===== config.mk =====
export PLATFORM = sky130hd
export DESIGN_NAME = obi_data_router
export DESIGN_NICKNAME = d
export VERILOG_FILES = /design/src/rtl/obi_router_pkg.sv /design/src/rtl/obi_router_rsp_fifo.sv /design/src/rtl/obi_data_router.sv
export SDC_FILE = /design/constraint.sdc
export NUM_CORES = 1
export LEC_CHECK = 0
export BUFFER_PORTS_ARGS = -buffer_cell sky130_fd_sc_hd__buf_2
export CORE_AREA = 2 2 166 168
export DETAILED_ROUTE_END_ITERATION = 12
export DIE_AREA = 0 0 168 170
export PLACE_DENSITY = 0.61
export SLEW_MARGIN = 10
export SYNTH_ARGS = -nofsm -noshare
export SYNTH_HDL_FRONTEND = slang
export SYNTH_SLANG_ARGS = --single-unit

===== constraint.sdc =====
create_clock -name clk_i -period 3.6 [get_ports clk_i]
set_input_delay 0.54 -clock clk_i [delete_from_list [all_inputs] [get_ports clk_i]]
set_output_delay 0.54 -clock clk_i [all_outputs]
set_load 0.05 [all_outputs]

===== src/rtl/obi_router_pkg.sv =====
// Shared types and constants for the OBI data router: MMIO register offsets
// and the response-FIFO entry layout.
package obi_router_pkg;

  localparam logic [3:0] MMIO_EXIT_OFS  = 4'h0;
  localparam logic [3:0] MMIO_PRINT_OFS = 4'h4;
  localparam logic [3:0] MMIO_CYCHI_OFS = 4'h8;

  // Target id field is sized for up to 16 targets so the entry type stays fixed
  localparam int unsigned ID_W = 4;

  typedef struct packed {
    logic            internal;
    logic [ID_W-1:0] id;
    logic [31:0]     rdata;
    logic            err;
  } rsp_entry_t;

endpackage


===== src/rtl/obi_router_rsp_fifo.sv =====
// In-order response tracking FIFO; pointers carry a wrap bit so full and empty
// are told apart without a separate counter.
module obi_router_rsp_fifo
  import obi_router_pkg::*;
#(
  parameter int unsigned DEPTH = 2
) (
  input  logic       clk,
  input  logic       rst_n,
  input  logic       push,
  input  rsp_entry_t wdata,
  input  logic       pop,
  output rsp_entry_t head,
  output logic       full,
  output logic       empty
);

  localparam int unsigned PW = (DEPTH > 1) ? $clog2(DEPTH) : 1;

  logic [PW-1:0] wr_idx_r, rd_idx_r;
  logic          wr_wrap_r, rd_wrap_r;
  rsp_entry_t    mem_r [DEPTH];
  logic          push_ok_s, pop_ok_s;

  function automatic logic [PW-1:0] idx_inc(input logic [PW-1:0] idx);
    if (idx == PW'(DEPTH - 1)) begin
      return '0;
    end else begin
      return idx + PW'(1);
    end
  endfunction

  function automatic logic at_last(input logic [PW-1:0] idx);
    return (idx == PW'(DEPTH - 1));
  endfunction

  assign empty     = (wr_idx_r == rd_idx_r) && (wr_wrap_r == rd_wrap_r);
  assign full      = (wr_idx_r == rd_idx_r) && (wr_wrap_r != rd_wrap_r);
  assign push_ok_s = push && !full;
  assign pop_ok_s  = pop && !empty;
  assign head      = mem_r[rd_idx_r];

  // Pointer and storage update
  always_ff @(posedge clk or negedge rst_n) begin
    if (!rst_n) begin
      wr_idx_r  <= '0;
      rd_idx_r  <= '0;
      wr_wrap_r <= 1'b0;
      rd_wrap_r <= 1'b0;
      for (int i = 0; i < int'(DEPTH); i++) begin
        mem_r[i] <= '0;
      end
    end else begin
      if (push_ok_s) begin
        mem_r[wr_idx_r] <= wdata;
        wr_idx_r        <= idx_inc(wr_idx_r);
        wr_wrap_r       <= wr_wrap_r ^ at_last(wr_idx_r);
      end
      if (pop_ok_s) begin
        rd_idx_r  <= idx_inc(rd_idx_r);
        rd_wrap_r <= rd_wrap_r ^ at_last(rd_idx_r);
      end
    end
  end

endmodule


===== src/rtl/obi_data_router.sv =====
// Core data-port router: address decode to N targets, in-order response
// return through a tracking FIFO, and the EXIT/PRINT/cycle-counter MMIO block.
module obi_data_router
  import obi_router_pkg::*;
#(
  parameter int unsigned              N_SLV     = 4,
  parameter int unsigned              MAX_OUTST = 2,
  parameter logic [N_SLV-1:0][31:0]   SLV_BASE  = {N_SLV{32'h0}},
  parameter logic [N_SLV-1:0][31:0]   SLV_END   = {N_SLV{32'h0}},
  parameter logic [31:0]              MMIO_BASE = 32'h8000_0000
) (
  input  logic                        clk_i,
  input  logic                        rst_ni,
  input  logic                        data_req_i,
  output logic                        data_gnt_o,
  input  logic                        data_we_i,
  input  logic [3:0]                  data_be_i,
  input  logic [31:0]                 data_addr_i,
  input  logic [31:0]                 data_wdata_i,
  output logic                        data_rvalid_o,
  output logic [31:0]                 data_rdata_o,
  output logic                        data_err_o,
  output logic [N_SLV-1:0]            slv_req_o,
  output logic [31:0]                 slv_addr_o,
  output logic                        slv_we_o,
  output logic [3:0]                  slv_be_o,
  output logic [31:0]                 slv_wdata_o,
  input  logic [N_SLV-1:0]            slv_gnt_i,
  input  logic [N_SLV-1:0]            slv_rvalid_i,
  input  logic [N_SLV-1:0][31:0]      slv_rdata_i,
  output logic                        exit_valid_o,
  output logic [31:0]                 exit_code_o,
  output logic                        print_valid_o,
  output logic [7:0]                  print_char_o,
  output logic [63:0]                 cycle_count_o,
  output logic                        proto_err_o
);

  logic [31:2] mmio_ofs_s;
  logic        mmio_hit_s;
  logic        slv_hit_s;
  logic [ID_W-1:0] slv_sel_s;
  logic [31:0] mmio_rdata_s;
  logic        wr_exit_s, wr_print_s;
  logic        push_s, full_s, empty_s;
  rsp_entry_t  push_entry_s, head_s;
  logic        rvalid_s, err_s, stray_s;
  logic [31:0] rdata_s;

  logic [63:0] cycle_cnt_r;
  logic        exit_valid_r, print_valid_r, proto_err_r;
  logic [31:0] exit_code_r;
  logic [7:0]  print_char_r;

  assign slv_addr_o  = data_addr_i;
  assign slv_we_o    = data_we_i;
  assign slv_be_o    = data_be_i;
  assign slv_wdata_o = data_wdata_i;

  // Address decode: MMIO window wins, then the lowest-index matching target
  always_comb begin
    mmio_ofs_s = data_addr_i[31:2] - MMIO_BASE[31:2];
    mmio_hit_s = (mmio_ofs_s[31:4] == 28'h0);
    slv_hit_s  = 1'b0;
    slv_sel_s  = '0;
    for (int i = int'(N_SLV) - 1; i >= 0; i--) begin
      if ((data_addr_i >= SLV_BASE[i]) && (data_addr_i < SLV_END[i])) begin
        slv_hit_s = 1'b1;
        slv_sel_s = ID_W'(i);
      end else begin
        slv_hit_s = slv_hit_s;
      end
    end
  end

  // Request steering, grant generation and FIFO push entry
  always_comb begin
    data_gnt_o   = 1'b0;
    slv_req_o    = '0;
    push_s       = 1'b0;
    push_entry_s = '0;
    wr_exit_s    = 1'b0;
    wr_print_s   = 1'b0;
    case (mmio_ofs_s[3:2])
      2'd0:    mmio_rdata_s = cycle_cnt_r[31:0];
      2'd2:    mmio_rdata_s = cycle_cnt_r[63:32];
      default: mmio_rdata_s = 32'h0;
    endcase
    if (data_req_i && !full_s) begin
      if (mmio_hit_s) begin
        data_gnt_o            = 1'b1;
        push_s                = 1'b1;
        push_entry_s.internal = 1'b1;
        push_entry_s.rdata    = data_we_i ? 32'h0 : mmio_rdata_s;
        wr_exit_s  = data_we_i && ({mmio_ofs_s[3:2], 2'b00} == MMIO_EXIT_OFS);
        wr_print_s = data_we_i && ({mmio_ofs_s[3:2], 2'b00} == MMIO_PRINT_OFS);
      end else if (slv_hit_s) begin
        for (int i = 0; i < int'(N_SLV); i++) begin
          if (slv_sel_s == ID_W'(i)) begin
            slv_req_o[i] = 1'b1;
            data_gnt_o   = slv_gnt_i[i];
          end else begin
            slv_req_o[i] = 1'b0;
          end
        end
        push_s          = data_gnt_o;
        push_entry_s.id = slv_sel_s;
      end else begin
        data_gnt_o            = 1'b1;
        push_s                = 1'b1;
        push_entry_s.internal = 1'b1;
        push_entry_s.err      = 1'b1;
      end
    end else begin
      data_gnt_o = 1'b0;
    end
  end

  // Response return from the FIFO head and stray-response detection
  always_comb begin
    rvalid_s = 1'b0;
    rdata_s  = 32'h0;
    err_s    = 1'b0;
    stray_s  = 1'b0;
    if (!empty_s) begin
      if (head_s.internal) begin
        rvalid_s = 1'b1;
        rdata_s  = head_s.rdata;
        err_s    = head_s.err;
      end else begin
        for (int j = 0; j < int'(N_SLV); j++) begin
          if ((head_s.id == ID_W'(j)) && slv_rvalid_i[j]) begin
            rvalid_s = 1'b1;
            rdata_s  = slv_rdata_i[j];
          end else begin
            rvalid_s = rvalid_s;
          end
        end
      end
    end else begin
      rvalid_s = 1'b0;
    end
    for (int j = 0; j < int'(N_SLV); j++) begin
      if (slv_rvalid_i[j] && (empty_s || head_s.internal || (head_s.id != ID_W'(j)))) begin
        stray_s = 1'b1;
      end else begin
        stray_s = stray_s;
      end
    end
  end

  assign data_rvalid_o = rvalid_s;
  assign data_rdata_o  = rdata_s;
  assign data_err_o    = err_s;

  obi_router_rsp_fifo #(
    .DEPTH (MAX_OUTST)
  ) u_rsp_fifo (
    .clk   (clk_i),
    .rst_n (rst_ni),
    .push  (push_s),
    .wdata (push_entry_s),
    .pop   (rvalid_s),
    .head  (head_s),
    .full  (full_s),
    .empty (empty_s)
  );

  // MMIO side-effect registers, sticky error flag and cycle counter
  always_ff @(posedge clk_i or negedge rst_ni) begin
    if (!rst_ni) begin
      cycle_cnt_r   <= 64'h0;
      exit_valid_r  <= 1'b0;
      exit_code_r   <= 32'h0;
      print_valid_r <= 1'b0;
      print_char_r  <= 8'h0;
      proto_err_r   <= 1'b0;
    end else begin
      cycle_cnt_r   <= cycle_cnt_r + 64'd1;
      print_valid_r <= wr_print_s;
      if (wr_print_s) begin
        print_char_r <= data_wdata_i[7:0];
      end
      if (wr_exit_s) begin
        exit_valid_r <= 1'b1;
        exit_code_r  <= data_wdata_i;
      end
      if (stray_s) begin
        proto_err_r <= 1'b1;
      end
    end
  end

  assign exit_valid_o  = exit_valid_r;
  assign exit_code_o   = exit_code_r;
  assign print_valid_o = print_valid_r;
  assign print_char_o  = print_char_r;
  assign cycle_count_o = cycle_cnt_r;
  assign proto_err_o   = proto_err_r;

endmodule


### Word level (Yosys, flattened, before mapping)

Cells that the tools add are included.

* bits in registers: 187
* input port bits: 208
* logic and storage cells: 114

* $add $sub $neg: 4
* $lt $le $gt $ge: 5
* equal/unequal tests: 11
* muxes and demuxes: 44
* bitwise logic cells: 4
* reduce and logical (&&, ||, !) cells: 28

Operators by type and width (count)
* two-way mux 32 bit: 8
* two-way mux 38 bit: 5
* bitwise mux 76 bit: 1
* adder 64 x 1 -> 64 bit, second input constant: 1
* one-hot mux 32 bit (2 select lines): 1
* demux 38 bit (select 1 bit): 1
* >= comparator 32 x 1 -> 1 bit, second input constant: 1
* less-than comparator 32 x 1 -> 1 bit, second input constant: 1
* subtractor 30 bit, second input constant: 1
* zero test 28 bit: 1
* two-way mux 1 bit: 28
* logical AND 1 bit: 17
* equality test 4 x 2 -> 1 bit, second input constant: 2
* inequality test 4 x 2 -> 1 bit, second input constant: 2
* logical OR 1 bit: 5
* equality test 4 x 1 -> 1 bit, second input constant: 1
* >= comparator 2 bit, second input constant: 2
* zero test 4 bit: 1
* inequality test 4 x 1 -> 1 bit, second input constant: 1
* inverter 1 -> 2 bit: 2
* nonzero test 4 bit: 1
* adder 1 bit, second input constant: 2
* equality test 1 bit: 2
* equality test 2 x 1 -> 1 bit, second input constant: 1
* 6 further kinds: 8

### Logic depth before layout (Yosys ltp)

Gate-level depths: netlist of run 1.

* depth in word-level cells: 13
* depth in mapped cells: 10
* depth with buffers taken out: 6

### Modules after synthesis

Synthesis of run 1 repeated with hierarchy kept, for this count alone.

* cells, all modules: 959
* area, all modules: 10551.4 µm²

By module, submodules not included
* obi_data_router: instances 1, cells each 728, area each 6934.2 µm², seq. area each 2677.6 µm²
* obi_router_rsp_fifo: instances 1, cells each 231, area each 3617.2 µm², seq. area each 2001.9 µm²

### Worst setup path after synthesis of run 1

Ideal clock, no wire load.

* path kind: register to output
* start: reg u_rsp_fifo.rd_idx_r
* end: out data_rdata_o[14]
* data arrival time: 2.149 ns
* required time: 3.060 ns
* setup slack: 0.911 ns
* cell stages (with the launch flop): 5
* path through: dfrtp_1 buf_1 buf_1 mux2i_1 o2bb2ai_1

* cells in the longest elaborated chain, start to end: 12
* elaborated cells between the ends (all ways): 20
* those cells by class: 4 x eq/ne; 9 x mux; 1 x bitwise; 6 x reduce/logical

Ends and longest elaborated chain
* from (decl): RTL line obi_router_rsp_fifo.sv:20 `logic [PW-1:0] wr_idx_r, rd_idx_r;`
* from (signal assigned): RTL line obi_router_rsp_fifo.sv:60 `rd_idx_r <= idx_inc(rd_idx_r);`
* inverter 1 -> 2 bit (implied by the code): RTL line obi_router_rsp_fifo.sv:41 `assign head = mem_r[rd_idx_r];`
* two-way mux 38 bit (implied by the code) (3 in series): RTL line obi_router_rsp_fifo.sv:41
* zero test 4 bit: RTL line obi_data_router.sv:132 `if ((head_s.id == ID_W'(j)) && slv_rvalid_i[j]) begin`
* logical AND 1 bit: RTL line obi_data_router.sv:132
* two-way mux 32 bit (4 in series): RTL line obi_data_router.sv:132
* two-way mux 32 bit: RTL line obi_data_router.sv:126 `if (head_s.internal) begin`
* two-way mux 32 bit (*): RTL line obi_data_router.sv:125 `if (!empty_s) begin`
* to (decl): RTL line obi_data_router.sv:21 `output logic [31:0] data_rdata_o,`

Mark *: on every way between the ends. The rest lies on a longest branch, timed or not. The select of a mux whose other input is x is not followed.

### Worst setup path in the final report of run 1

* start: reg u_rsp_fifo.rd_idx_r
* end: out data_rdata_o[8]

The elaborated chain is that of the path after synthesis.

==> metrics.cfg, run 1 <==
[timing]
setup_viol = 0
timing.setup.tns_ps = 0
fmax_ghz = 0.305
drv_slew = 0
relSlewSlack_pct = 54.1
hold_viol = 0
layout_min_cycle_time_ps = 3280
clock_skew_ps = 12.4
finalCritPeriodShare_pct = 91.2
rsz0062_at_grt = false
worst_pin_slew_ps = 688

[grt]
grt_max_degree = 79
overflow = 0
grt_pass1_vias = 6762
antenna_found_initial = 1
grt_first_pass_wirelength_mm = 40.1
grtUsageTotal_pct = 18.5

[yosys]
yosysWarnings = 0
synth_seq_cells = 179
netlist_area_mm2 = 0.00895
yosys.area_share.xor_xnor_pct = 6.36
avgSynthCellArea_um2 = 10.7
muxShareOfSynthArea_pct = 12.3
synth_compound_area_share_pct = 9.28
synth_fa_ha_area_share_pct = 0.140
synth_cell_types = 39
synth_top_family_by_area = simple AND/OR/NAND/NOR gates
synthCells = 835
synthSimpleGateAreaFrac_pct = 13.2
yosysSeqAreaShare_pct = 50.0

[power]
intPower_w = 0.00336
swShare_pct = 35.3
p_switching_w = 0.00183
power.leakage_nw = 5.68
power_frac_comb_pct = 23.0
power_density_mw_per_mm2 = 474
p_clk_share_pct = 36.3
power_frac_seq_pct = 40.6
ir_worst_vdd_mv = 0.254

[worst_setup_path]
cp_cell_sequence = or2_2 > o2bb2ai_1 > and2_1 > buf_4 > o2bb2ai_1 > buf_2
slowest_stage = and2_1
endpoint_kind = output pin
cpMostUsedCell = o2bb2ai_1
path_max_fanout = 13
cp.required_ps = 3060
worst_setup_path_start_kind = flop
arrival_ps = 2740
cpPeakStageDelay_ps = 550
critPathKind = flop to output pin

[clock_network]
cts.clk_slew.worst_paths_ps = 80
tritoncts = built
post_cts_resized = 0
clkLatencyLatePin_ps = 430
hold_buffers = 0
post_cts_buffers = 0
clock_sinks = 179
clock_path_buffers = 2
htree_levels = 4
cts_root_buffer = clkbuf_16
cts_buffers = 17

[layout]
fin_nets = 1268
syn2layout_area_growth_pct = 22.4
postLayoutCellArea_mm2 = 0.0110
diodes = 0
layout_commonest_cell = buf_2
final_cell_mix = buf_2 (305), dfrtp_1 (178), nand2_1 (94)
n_fill_cell = 2702
drive_gt1_share_pct = 37.6

[floorplanning]
core_mm2 = 0.0267
die_area_mm2 = 0.0286
initial_core_util_pct = 33.6
num_rows = 60
die_w_um = 168
die_height_um = 170
ios = 423

[detailed_routing]
vias = 7101
drtAntennaViolNets = 0
drt_pass1_iterations = 4
routedWlPerCell_um = 18.9
finalWirelength_mm = 26.7
drc = 0
via_per_inst = 5.03
first_iter_violations = 378

[place]
port_buffers = 306
dpl_cell_area_mm2 = 0.0104
gp_congestion = 0.837
dp_hpwl_mm = 20.1

[status]
run_status = finished clean

[flow_run]
cap_violations = 0

[hold_path]
hp-class = primary input to asynchronous set/reset pin

stage by stage:
stage	setup WS (ps)	hold WS, ps	total power (W)	std cells	util, %
2_1_floorplan	911	244	0.00302	838	-
3_3_place_gp	735	458	0.00335	1381	38.9
3_5_place_dp	737	465	0.00336	1381	38.9
4_1_cts	286	144	0.00528	1413	41.1
5_1_grt	190	158	0.00544	1413	41.1
6_report	316	137	0.00519	1413	41.1
power groups by stage:
stage / registers [W] / clock network (W) / logic [W]
2_1_floorplan: 0.00211 / 0 / 0.000917
3_5_place_dp: 0.00215 / 0 / 0.00121
5_1_grt: 0.00212 / 0.00203 / 0.00129
4_1_cts: 0.00211 / 0.00195 / 0.00121
6_report: 0.00211 / 0.00189 / 0.00120
3_3_place_gp: 0.00215 / 0 / 0.00121
cell usage after synthesis:
cell,n,area [um^2]
buf_4,73,548
nor3_2,1,10.0
nor4_4,1,21.3
nand4_1,17,106
nand3_1,30,150
buf_1,9,33.8
nor3b_1,3,22.5
nor4b_1,2,17.5
xnor2_1,24,210
or4_1,2,15.0
nand4_2,1,12.5
or2_2,2,12.5
buf_2,7,35.0
o2bb2ai_1,33,289
conb_1,1,3.75
and4_1,1,8.76
dfrtp_1,179,4480
mux2_2,40,450
inv_1,13,48.8
nor2_1,35,131
xor2_1,41,359
nand2_1,96,360
nand3_2,1,10.0
o21ai_1,1,5.00
and3b_1,1,8.76
mux2i_1,65,651
clkbuf_1,28,105
ha_1,1,12.5
o21ai_0,6,30.0
o31ai_1,64,480
nor4_1,15,93.8
nand2b_1,4,25.0
nor3_1,22,110
and3_1,8,50.1
and2_1,1,6.26
nor2b_1,1,6.26
a31oi_1,1,6.26
a21oi_1,4,20.0
clkbuf_2,1,5.00
area by class of cell:
| cell class | instances | area (um^2) | area share, % |
|---|---|---|---|
| multi-input cells | 528 | 3720 | 34.0 |
| inverters | 13 | 48.8 | 0.445 |
| repair buffers | 320 | 1680 | 15.3 |
| well taps | 341 | 427 | 3.89 |
| clock inverters | 14 | 163 | 1.48 |
| clock buffers | 18 | 439 | 4.01 |
| flip-flops and latches | 179 | 4480 | 40.9 |
flip-flops by register name (all words and copies together) (netlist names), 8 cells and up:
name              count
u_rsp_fifo.mem_r     68
cycle_count_o        64
exit_code_o          32
print_char_o          8
cell families after synthesis:
logic type | Yosys count
and+or+nand+nor | 244
DFF | 179
buffers and inverters | 131
AOI/OAI and AO/OA | 109
muxes | 105
xor gates and xnor gates | 65
adders and majority gates | 1
other | 1
worst max-delay path: cells and delay by family (launching register included):
kind	cells	cell delay, ps
buffers and inverters	2	590
and+or+nand+nor	2	880
AOI/OAI and AO/OA	2	300
DFF	1	540
path summary, 6_finish.rpt:
path / startpoint / end / slack, ps / depth (start not counted)
min in group clk_i: slv_rvalid_i[3] / proto_err_o / 320 / 3
worst max register to register: u_rsp_fifo.rd_idx_r / exit_code_o[7] / 700 / 7
max in group asynchronous: rst_ni / cycle_count_o[40] / 2570 / 2
worst min register to register: u_rsp_fifo.mem_r[60] / u_rsp_fifo.mem_r[60] / 480 / 2
worst min-delay path: rst_ni / exit_code_o[15] / 140 / 1
worst max-delay path: u_rsp_fifo.rd_idx_r / data_rdata_o[8] / 320 / 6
layer usage:
layer,up-vias,track usage (%),wire length (um)
met5,-,0,18
met4,2,3.67,253
met3,20,4.14,1570
met2,250,31.1,13100
met1,3494,24.5,11700
li1,3335,-,-
No activity file was read; power rests on OpenSTA's default activity.
==> inputs of run 2 (changes only) <==
Settings changed: CORE_AREA 2 2 166 168 to 5 5 160 162, DIE_AREA 0 0 168 170 to 0 0 165 167, PLACE_DENSITY 0.61 to 0.67.
==> run 2 against run 1 <==
  * Combinational power barely moved
  * Critical path depth rose by 1
  * Core utilization rose by 4.5 points
==> metrics.cfg, run 2 (synthesis results as in run 1) <==
[status]
run_status = finished clean

[detailed_routing]
via_per_inst = 5.09
drt_pass1_iterations = 5
first_iter_violations = 387
routedWlPerCell_um = 19.8
drc = 0
vias = 7114
finalWirelength_mm = 27.6
drtAntennaViolNets = 0

[power]
power_frac_seq_pct = 40.0
p_switching_w = 0.00178
ir_worst_vdd_mv = 0.410
p_clk_share_pct = 37.2
intPower_w = 0.00347
power_density_mw_per_mm2 = 479
power_frac_comb_pct = 22.8
p_total_w = 0.00525
power.leakage_nw = 5.67
swShare_pct = 33.9

[floorplanning]
die_height_um = 167
core_mm2 = 0.0240
initial_core_util_pct = 37.4
ios = 423
num_rows = 57
die_area_mm2 = 0.0276
die_w_um = 165

[grt]
grt_first_pass_wirelength_mm = 41.9
antenna_found_initial = 1
grt_util_met2_pct = 31.2
top_usage_layer = met2
grt_pass1_vias = 6990
grt_max_degree = 101
overflow = 0
grtUsageTotal_pct = 19.7
grt.met3_usage_pct = 6.20
met1_usage_pct = 26.4

[timing]
timing.setup.tns_ps = 0
rsz0062_at_grt = false
setup_viol = 0
hold_viol = 0
fmax_ghz = 0.321
finalCritPeriodShare_pct = 86.6
relSlewSlack_pct = 34.4
setup_ws_ps = 484
worst_pin_slew_ps = 984
drv_slew = 0
clock_skew_ps = 14.9
layout_min_cycle_time_ps = 3120

[worst_setup_path]
arrival_ps = 2580
critPathKind = flop to output pin
endpoint_kind = output pin
reg2reg_depth = 6
r2r-end = exit_code_o[1]
regToRegStartpoint = u_rsp_fifo.wr_wrap_r
rrSetupSlack_ps = 1090
worst_setup_path_start_kind = flop
path_max_fanout = 18
cp.required_ps = 3060

[layout]
syn2layout_area_growth_pct = 22.2
layout_commonest_cell = buf_2
postLayoutCellArea_mm2 = 0.0109
largest_reg_flops = 68
largest_register = u_rsp_fifo.mem_r
final_cell_mix = buf_2 (305), dfrtp_1 (178), nand2_1 (94)
drive_gt1_share_pct = 37.4
n_fill_cell = 2304
fin_nets = 1268

[clock_network]
tritoncts = built
htree_levels = 4
post_cts_resized = 0
cts.clk_slew.worst_paths_ps = 70
cts_buffers = 17
clock_path_buffers = 2
cts_root_buffer = clkbuf_16
clock_sinks = 179
clkLatencyLatePin_ps = 430
post_cts_buffers = 0
hold_buffers = 0

[hold_path]
hp-class = primary input to asynchronous set/reset pin

[place]
dpl_cell_area_mm2 = 0.0103
pre_cts_ws_ps = 893
dp_hpwl_mm = 21.0
port_buffers = 306
gp_congestion = 0.891

[flow_run]
cap_violations = 0

## run 2: routing by layer
layer  wire length, um  vias to the layer above
li1                  -                     3338
met4               329                        0
met3              2490                       24
met5                 0                        -
met2             12900                      258
met1             11900                     3494
## run 2: worst max-delay path: stages, from the launching register on
cell and delay (ps):
dfrtp_1 420, xnor2_1 220, nor2b_1 200, o2bb2ai_1 190, and2_1 370, buf_4 300, o2bb2ai_1 130, buf_2 300
## run 2: how the worst max path moves through the flow
stage / start / to / slack [ps] / cells past startpoint
2_1_floorplan: u_rsp_fifo.rd_idx_r / data_rdata_o[14] / 910 / 4
4_1_cts: u_rsp_fifo.wr_wrap_r / data_rdata_o[20] / 410 / 7
3_3_place_gp: u_rsp_fifo.wr_wrap_r / data_rdata_o[20] / 930 / 7
5_1_grt: u_rsp_fifo.rd_wrap_r / data_rdata_o[0] / 250 / 7
6_report: u_rsp_fifo.wr_wrap_r / data_rdata_o[20] / 480 / 7
3_5_place_dp: u_rsp_fifo.wr_wrap_r / data_rdata_o[20] / 890 / 7
## run 2: stage by stage
| step | hold slack [ps] | utilization, % | std cells |
|---|---|---|---|
| floorplan | 244 | - | 838 |
| global placement | 458 | 43.1 | 1364 |
| detailed placement | 455 | 43.1 | 1364 |
| CTS | 273 | 45.6 | 1395 |
| global route | 303 | 45.7 | 1396 |
| finish | 194 | 45.7 | 1397 |
## run 2: cell type report
type / instances / area (um^2) / area share [%]
well taps: 324 / 405 / 3.70
clock buffers: 19 / 443 / 4.05
flip-flops and latches: 179 / 4480 / 40.9
inverters: 13 / 48.8 / 0.446
diodes: 2 / 5.00 / 0.0457
multi-input cells: 528 / 3720 / 34.0
repair buffers: 320 / 1670 / 15.2
clock inverters: 12 / 170 / 1.56
## run 2: power groups by stage
stage | sequential, W | combinational, W | clock, W
after global placement | 0.00213 | 0.00121 | 0
after floorplan | 0.00211 | 0.000917 | 0
after global routing | 0.00210 | 0.00130 | 0.00209
after detailed placement | 0.00213 | 0.00123 | 0
final | 0.00210 | 0.00120 | 0.00195
after CTS | 0.00210 | 0.00123 | 0.00200
